<file path="config.mk">
export PLATFORM = sky130hd
export DESIGN_NAME = imem_dmem_arbiter
export DESIGN_NICKNAME = d
export VERILOG_FILES = /design/src/rtl/imem_dmem_arbiter.sv
export SDC_FILE = /design/constraint.sdc
export NUM_CORES = 1
export LEC_CHECK = 0
export ABC_AREA = 0
export BUFFER_PORTS_ARGS = -buffer_cell sky130_fd_sc_hd__buf_2
export CORE_ASPECT_RATIO = 0.7
export CORE_MARGIN = 4
export CORE_UTILIZATION = 28
export DETAILED_ROUTE_END_ITERATION = 8
export GPL_TIMING_DRIVEN = 0
export MAX_ROUTING_LAYER = met4
export PLACE_DENSITY = 0.52
export SETUP_SLACK_MARGIN = 0.1
export SLEW_MARGIN = 5
export SYNTH_ARGS = -nofsm -noshare
export SYNTH_HDL_FRONTEND = slang
export SYNTH_SLANG_ARGS = --single-unit
</file>
<file path="constraint.sdc">
create_clock -name clock -period 2.9 [get_ports clock]
set_clock_uncertainty 0.2 [all_clocks]
set_input_delay 0.29 -clock clock [delete_from_list [all_inputs] [get_ports clock]]
set_output_delay 0.29 -clock clock [all_outputs]
set_load 0.03 [all_outputs]
</file>
<file path="src/rtl/imem_dmem_arbiter.sv">
// Shares one memory port between instruction fetch and the load/store unit.
// Data has priority; a starvation counter forces an instruction grant after STARVE_MAX data wins.

package imem_dmem_arbiter_pkg;

  typedef struct packed {
    logic        mem_valid;
    logic        mem_fence;
    logic        mem_spec;
    logic        mem_instr;
    logic [1:0]  mem_mode;
    logic [31:0] mem_addr;
    logic [31:0] mem_wdata;
    logic [3:0]  mem_wstrb;
  } mem_in_type;

  typedef struct packed {
    logic [31:0] mem_rdata;
    logic        mem_error;
    logic        mem_ready;
  } mem_out_type;

  typedef enum logic [1:0] {
    IDLE   = 2'd0,
    BUSY_I = 2'd1,
    BUSY_D = 2'd2
  } arb_state_e;

endpackage

module imem_dmem_arbiter
  import imem_dmem_arbiter_pkg::*;
#(
  parameter int unsigned STARVE_MAX = 4
) (
  input  logic        clock,
  input  logic        reset,
  input  mem_in_type  imem_in,
  output mem_out_type imem_out,
  input  mem_in_type  dmem_in,
  output mem_out_type dmem_out,
  output mem_in_type  mem_in,
  input  mem_out_type mem_out
);

  localparam int unsigned CW = $clog2(STARVE_MAX + 1);
  localparam logic [CW-1:0] STARVE_LIMIT = CW'(STARVE_MAX);

  arb_state_e    state_q, state_d;
  mem_in_type    ireq_q, ireq_d;
  mem_in_type    dreq_q, dreq_d;
  mem_in_type    mem_in_q, mem_in_d;
  logic          ipend_q, ipend_d;
  logic          dpend_q, dpend_d;
  logic          stale_q, stale_d;
  logic [CW-1:0] starve_cnt_q, starve_cnt_d;

  logic resp_done;
  logic issue_ok;
  logic drop_i;
  logic grant_i;
  logic grant_d;

  // A response edge doubles as an issue slot, so back-to-back requests see no bubble.
  always_comb begin
    resp_done = (state_q != IDLE) && mem_out.mem_ready;
    issue_ok  = (state_q == IDLE) || resp_done;
    drop_i    = (state_q == BUSY_I) && (stale_q || imem_in.mem_spec);
    grant_i   = issue_ok && ipend_q && (!dpend_q || (starve_cnt_q == STARVE_LIMIT));
    grant_d   = issue_ok && dpend_q && !grant_i;
  end

  always_comb begin
    // NOTE: every variable gets its default first so no path leaves it unassigned (no latch).
    state_d            = state_q;
    ireq_d             = ireq_q;
    dreq_d             = dreq_q;
    ipend_d            = ipend_q;
    dpend_d            = dpend_q;
    stale_d            = stale_q;
    starve_cnt_d       = starve_cnt_q;
    mem_in_d           = mem_in_q;
    mem_in_d.mem_valid = 1'b0;

    if (resp_done) begin
      state_d = IDLE;
      stale_d = 1'b0;
    end else if ((state_q == BUSY_I) && imem_in.mem_spec) begin
      stale_d = 1'b1;
    end

    if (grant_i) begin
      state_d            = BUSY_I;
      ipend_d            = 1'b0;
      mem_in_d           = ireq_q;
      mem_in_d.mem_valid = 1'b1;
      mem_in_d.mem_instr = 1'b1;
      mem_in_d.mem_spec  = 1'b0;
      mem_in_d.mem_fence = 1'b0;
      mem_in_d.mem_wdata = '0;
      mem_in_d.mem_wstrb = '0;
    end else if (grant_d) begin
      state_d            = BUSY_D;
      dpend_d            = 1'b0;
      mem_in_d           = dreq_q;
      mem_in_d.mem_valid = 1'b1;
      mem_in_d.mem_instr = 1'b0;
      mem_in_d.mem_spec  = 1'b0;
    end

    if (!ipend_q || grant_i) begin
      starve_cnt_d = '0;
    end else if (grant_d && (starve_cnt_q != STARVE_LIMIT)) begin
      starve_cnt_d = starve_cnt_q + CW'(1);
    end

    // Capture after issue: a request arriving on the issue edge becomes the next pending one.
    if (imem_in.mem_valid) begin
      ireq_d  = imem_in;
      ipend_d = 1'b1;
    end else if (imem_in.mem_spec) begin
      ipend_d = 1'b0;
    end

    if (dmem_in.mem_valid) begin
      dreq_d  = dmem_in;
      dpend_d = 1'b1;
    end
  end

  always_ff @(posedge clock or negedge reset) begin
    if (!reset) begin
      // NOTE: the pending request registers are reset too so mem_in never carries stale X fields.
      state_q      <= IDLE;
      ireq_q       <= '0;
      dreq_q       <= '0;
      ipend_q      <= 1'b0;
      dpend_q      <= 1'b0;
      stale_q      <= 1'b0;
      starve_cnt_q <= '0;
      mem_in_q     <= '0;
    end else begin
      // NOTE: non-blocking assignments so every flop samples pre-edge values.
      state_q      <= state_d;
      ireq_q       <= ireq_d;
      dreq_q       <= dreq_d;
      ipend_q      <= ipend_d;
      dpend_q      <= dpend_d;
      stale_q      <= stale_d;
      starve_cnt_q <= starve_cnt_d;
      mem_in_q     <= mem_in_d;
    end
  end

  // Responses are routed combinationally; a flushed fetch response never reaches imem_out.
  always_comb begin
    imem_out = '0;
    dmem_out = '0;
    if (resp_done && (state_q == BUSY_I) && !drop_i) imem_out = mem_out;
    if (resp_done && (state_q == BUSY_D)) dmem_out = mem_out;
  end

  assign mem_in = mem_in_q;

endmodule
</file>
### Word level (Yosys, flattened, before mapping)

Cells that the tools add are included.
W data, S select, Z words.

| word-level totals | value |
|---|---|
| register bits after elaboration | 187 |
| bits in latches | 0 |
| RAM bits | 0 |
| ROM bits | 0 |
| bits of input ports | 184 |
| output and inout port bits | 142 |
| word-level logic and storage cells | 71 |
| memories | 0 |

| operators by class | value |
|---|---|
| $add $sub $neg | 1 |
| $mul | 0 |
| div/mod/pow operators | 0 |
| $lt $le $gt $ge | 0 |
| equal/unequal tests | 5 |
| shifts and indexed selects | 0 |
| multiplexer cells | 17 |
| bitwise operators | 0 |
| reduce and logical (&&, ||, !) cells | 28 |

Operator list:

| cell | number |
|---|---|
| $mux W74 | 2 |
| $mux W34 | 2 |
| $logic_and A1 B1 Y1 | 11 |
| $reduce_bool A2 Y1 | 5 |
| $mux W1 | 8 |
| $mux W2 | 3 |
| $mux W3 | 2 |
| $reduce_bool A3 Y1 | 2 |
| $logic_not A1 Y1 | 4 |
| $logic_or A1 B1 Y1 | 4 |
| $add A3 B1 Y3 const B | 1 |
| $eq A3 B3 Y1 const B | 1 |
| $ne A3 B3 Y1 const B | 1 |
| $eq A2 B1 Y1 const B | 1 |
| $eq A2 B2 Y1 const B | 1 |
| $logic_not A2 Y1 | 1 |
| $ne A2 B2 Y1 const B | 1 |
| $reduce_and A2 Y1 | 1 |

### Longest topological paths before layout

| depth | value |
|---|---|
| depth in word-level cells | 10 |
| mapped depth | 8 |
| gate-level depth less buffers | 5 |

### Worst setup path after synthesis

OpenSTA, ideal clock, no wires.

| timing path | value |
|---|---|
| path kind | flip-flop to output port |
| start point | register state_q[1] |
| end point | output port imem_out[24] in the netlist's numbering |
| arrival time | 1.530 ns |
| required time | 2.410 ns |
| slack | 0.880 ns |
| cell stages (with the launch flop) | 5 |
| path buffers | 1 |
| cell sequence | dfrtp_1 inv_1 and4_1 clkbuf_1 and2_1 |

RTL lines:

| what | RTL line | source |
|---|---|---|
| start, declared | 49 | `arb_state_e state_q, state_d;` |
| start signal, assigned | 144 | `state_q <= state_d;` |
| end, declared | 39 | `output mem_out_type imem_out,` |

==> reports/metrics.cfg <==
[run_status]
status=completed

[synth]
syn_area_per_cell_um2=13.4
syn_inst=590
yosysWarnings=0
synth-seq-cells=186
ys_seq_area_share_pct=58.7
ys_types=38
syn_area_um2=7930
synth_nets=776

[worst_setup_path]
setup.worst_path.class=primary input to output port
endpoint_kind=output port
critPathMaxFanout=10
cp_common_cell=buf_2
start_kind=primary input
cp_num_buf_inv=4
path_cells=dlygate4sd3_1, buf_2, nand2_1, nor2_2, clkbuf_1, and2_1, buf_2
critical-path-slowest-cell=dlygate4sd3_1
required_ps=2410
crit_path_start=mem_out[0]
path_delay_family=buffers and inverters
arrival_ps=2090
worstReg2RegStart=starve_cnt_q[0]
max_stage_delay_ps=550

[global_route]
track_usage_pct=16.4
grt_remaining_overflow=0
first_global_vias=6679
grt_pass1_wl_um=39100
grt_max_degree=95
antenna_found_initial=1

[die]
die_w_um=209
core_um2=27800
ios=326
die_area_um2=31100
fp.dieH_um=149
initial_core_util_pct=28.5
row_count=51

[power_and_ir_drop]
vdd_ir_drop_max_v=0.000446
total_power_mw=9.61
p_leak_nw=5.43
power_density_nw_per_um2=836

[clock_tree]
clockBufferDepth=2
cts_tree=done
clk_pin_slew_worst_paths_ps=70
clock-sinks=186
cts_made_buffers=17
post_cts_buffers=0
clock_latency_ps=440
h-tree-depth=4
root_buffer=clkbuf_16

[routing]
drt-met1-wl_um=11100
wl_um=24800
drc_errors=0
drt_iter0_drc=358
num_vias=6381
avgRoutedWirePerCell_um=17.9
route.met2.wl_um=11600
viasPerCell=4.61
dr.pass1.iters=4
drtAntennaViolNets=0
route.met3.wl_um=1490
routed.top_layer=met4

[timing]
hold_ws_ps=28.6
drv_slew=0
fmax_ghz=0.388
setup_violations=0
finalHoldViolCount=0
rsz0062_at_grt=false
finalCritPeriodShare_pct=88.8
finalCriticalPeriod_ps=2580
max-slew-margin-rel_pct=51.0
worst_slew_pin_slew_ps=735

[cells_and_area]
final_cell_area_um2=11500
nNetsFinal=1185
drive_gt1_share_pct=45.5
multi_input_area_um2=3010
fillCellCount=2687
seqCellArea_um2=4650
fin_util_pct=41.3
areaGrowthSynthToFinish_pct=45.1

[placement]
hpwl_um=18000
placed_area_um2=9840
place_congestion=0.989
io_buffers=282

[hold_path]
hold_path_class=primary input to flop
min_from=imem_in[71]

[run]
cap_viol_max_count=0

==> routing by layer <==
| layer | GRT usage [%] | up-vias |
|---|---|---|
| li1 | - | 2968 |
| met3 | 3.80 | 27 |
| met5 | - | - |
| met2 | 25.9 | 223 |
| met1 | 21.2 | 3163 |
| met4 | 5.09 | 0 |
==> flip-flops by register name, indices dropped and copies added, names as in the netlist <==
name,flops
mem_in,73
dreq_q,71
ireq_q,34
starve_cnt_q,3
state_q,2
dpend_q,1
ipend_q,1
stale_q,1
==> timing repair <==
action                     4_1_cts  5_1_grt
hold endpoints to repair       198        0
hold buffers                   107        0
setup endpoints to repair        0       30
resized for setup                0        3
==> cell usage in the layout (no fill, tap or decap), types with 4 or more instances in the layout <==
cell / n
o32ai_1: 34
buf_2: 306
a22o_1: 37
inv_1: 4
a2bb2oi_1: 34
clkbuf_1: 16
mux2_2: 105
clkbuf_16: 17
dlygate4sd3_1: 107
nand2_1: 7
and2_1: 66
clkinv_4: 4
dfrtp_1: 186
nand2b_1: 34
inv_6: 4
==> cell type report <==
cell class | count | share of cell area, %
Buffer | 48 | 2.14
Inverter | 6 | 0.196
Timing Repair Buffer | 390 | 21.9
Multi-Input combinational cell | 350 | 26.1
Antenna cell | 1 | 0.0218
Clock buffer | 17 | 3.70
Tap cell | 371 | 4.04
Sequential cell | 186 | 40.5
Clock inverter | 15 | 1.36
==> cells in the mapped netlist, drive strengths merged <==
cell type  number  area (µm²)
or2             1        6.26
conb            1        3.75
o221ai          1        8.76
and4            1        8.76
nand3           1        5.00
dfrtp         186        4650
o2bb2ai         1        8.76
nor2            4        15.0
mux2          105        1180
o21ai           3        15.0
a2bb2oi        34         298
nand2b         34         213
inv             5        18.8
a21oi           3        15.0
and3            1        6.26
o211ai          2        15.0
nor3            1        16.3
o21ba           1        10.0
o21bai          2        15.0
ha              2        25.0
nand2           7        26.3
xor2            1        8.76
a211oi          1        7.51
a21bo           1        10.0
clkinv          1        3.75
a22o           37         324
and2           66         413
o32ai          34         298
a31oi           1        6.26
clkbuf         17        63.8
buf            31         181
or2b            2        15.0
a21boi          1        18.8
a31o            1        8.76
==> logic make-up (layout without fill, tap and decap cells) <==
group,Yosys count,in the layout,synth area share (%)
flip-flops,186,186,58.7
AO/OA/AOI/OAI,123,123,13.4
AND/OR/NAND/NOR,118,118,9.14
multiplexers,105,105,14.9
buffers and inverters,54,476,3.38
adder cells (fa/ha/maj),2,2,0.316
other,1,2,0.0473
XOR/XNOR,1,1,0.111
==> metrics by stage <==
| step | setup TNS (ps) | setup WS [ps] | instances |
|---|---|---|---|
| floorplan | 0 | 880 | 590 |
| global placement | -363920 | -1980 | 1243 |
| detailed placement | 0 | 716 | 1244 |
| CTS | 0 | 167 | 1383 |
| global route | 0 | 115 | 1384 |
| finish | 0 | 324 | 1384 |
==> where the power goes <==
| group | internal, mW | leakage (nW) | switching [mW] |
|---|---|---|---|
| combinational | 1.36 | 2.97 | 2.28 |
| sequential | 3.22 | 2.19 | 0.394 |
| clock | 1.22 | 0.277 | 1.13 |
==> path summary, 6_finish.rpt <==
path	slack, ps	to	cells past startpoint
max in group asynchronous	1310	state_q[1]	3
min in group asynchronous	250	mem_in[30]	2
hold reg to reg	290	mem_in[3]	1
hold / removal	30	stale_q	3
setup / recovery	320	dmem_out[6]	7
setup reg to reg	860	mem_in[64]	7
==> worst reg2reg max path, delay by kind of cell, from the launching register on <==
family / cells / cell delay [ps]
buffers and inverters: 3 / 450
AO/OA/AOI/OAI: 2 / 410
flip-flops: 1 / 380
adder cells (fa/ha/maj): 1 / 270
AND/OR/NAND/NOR: 1 / 170
No activity file was read; power rests on OpenSTA's default activity.
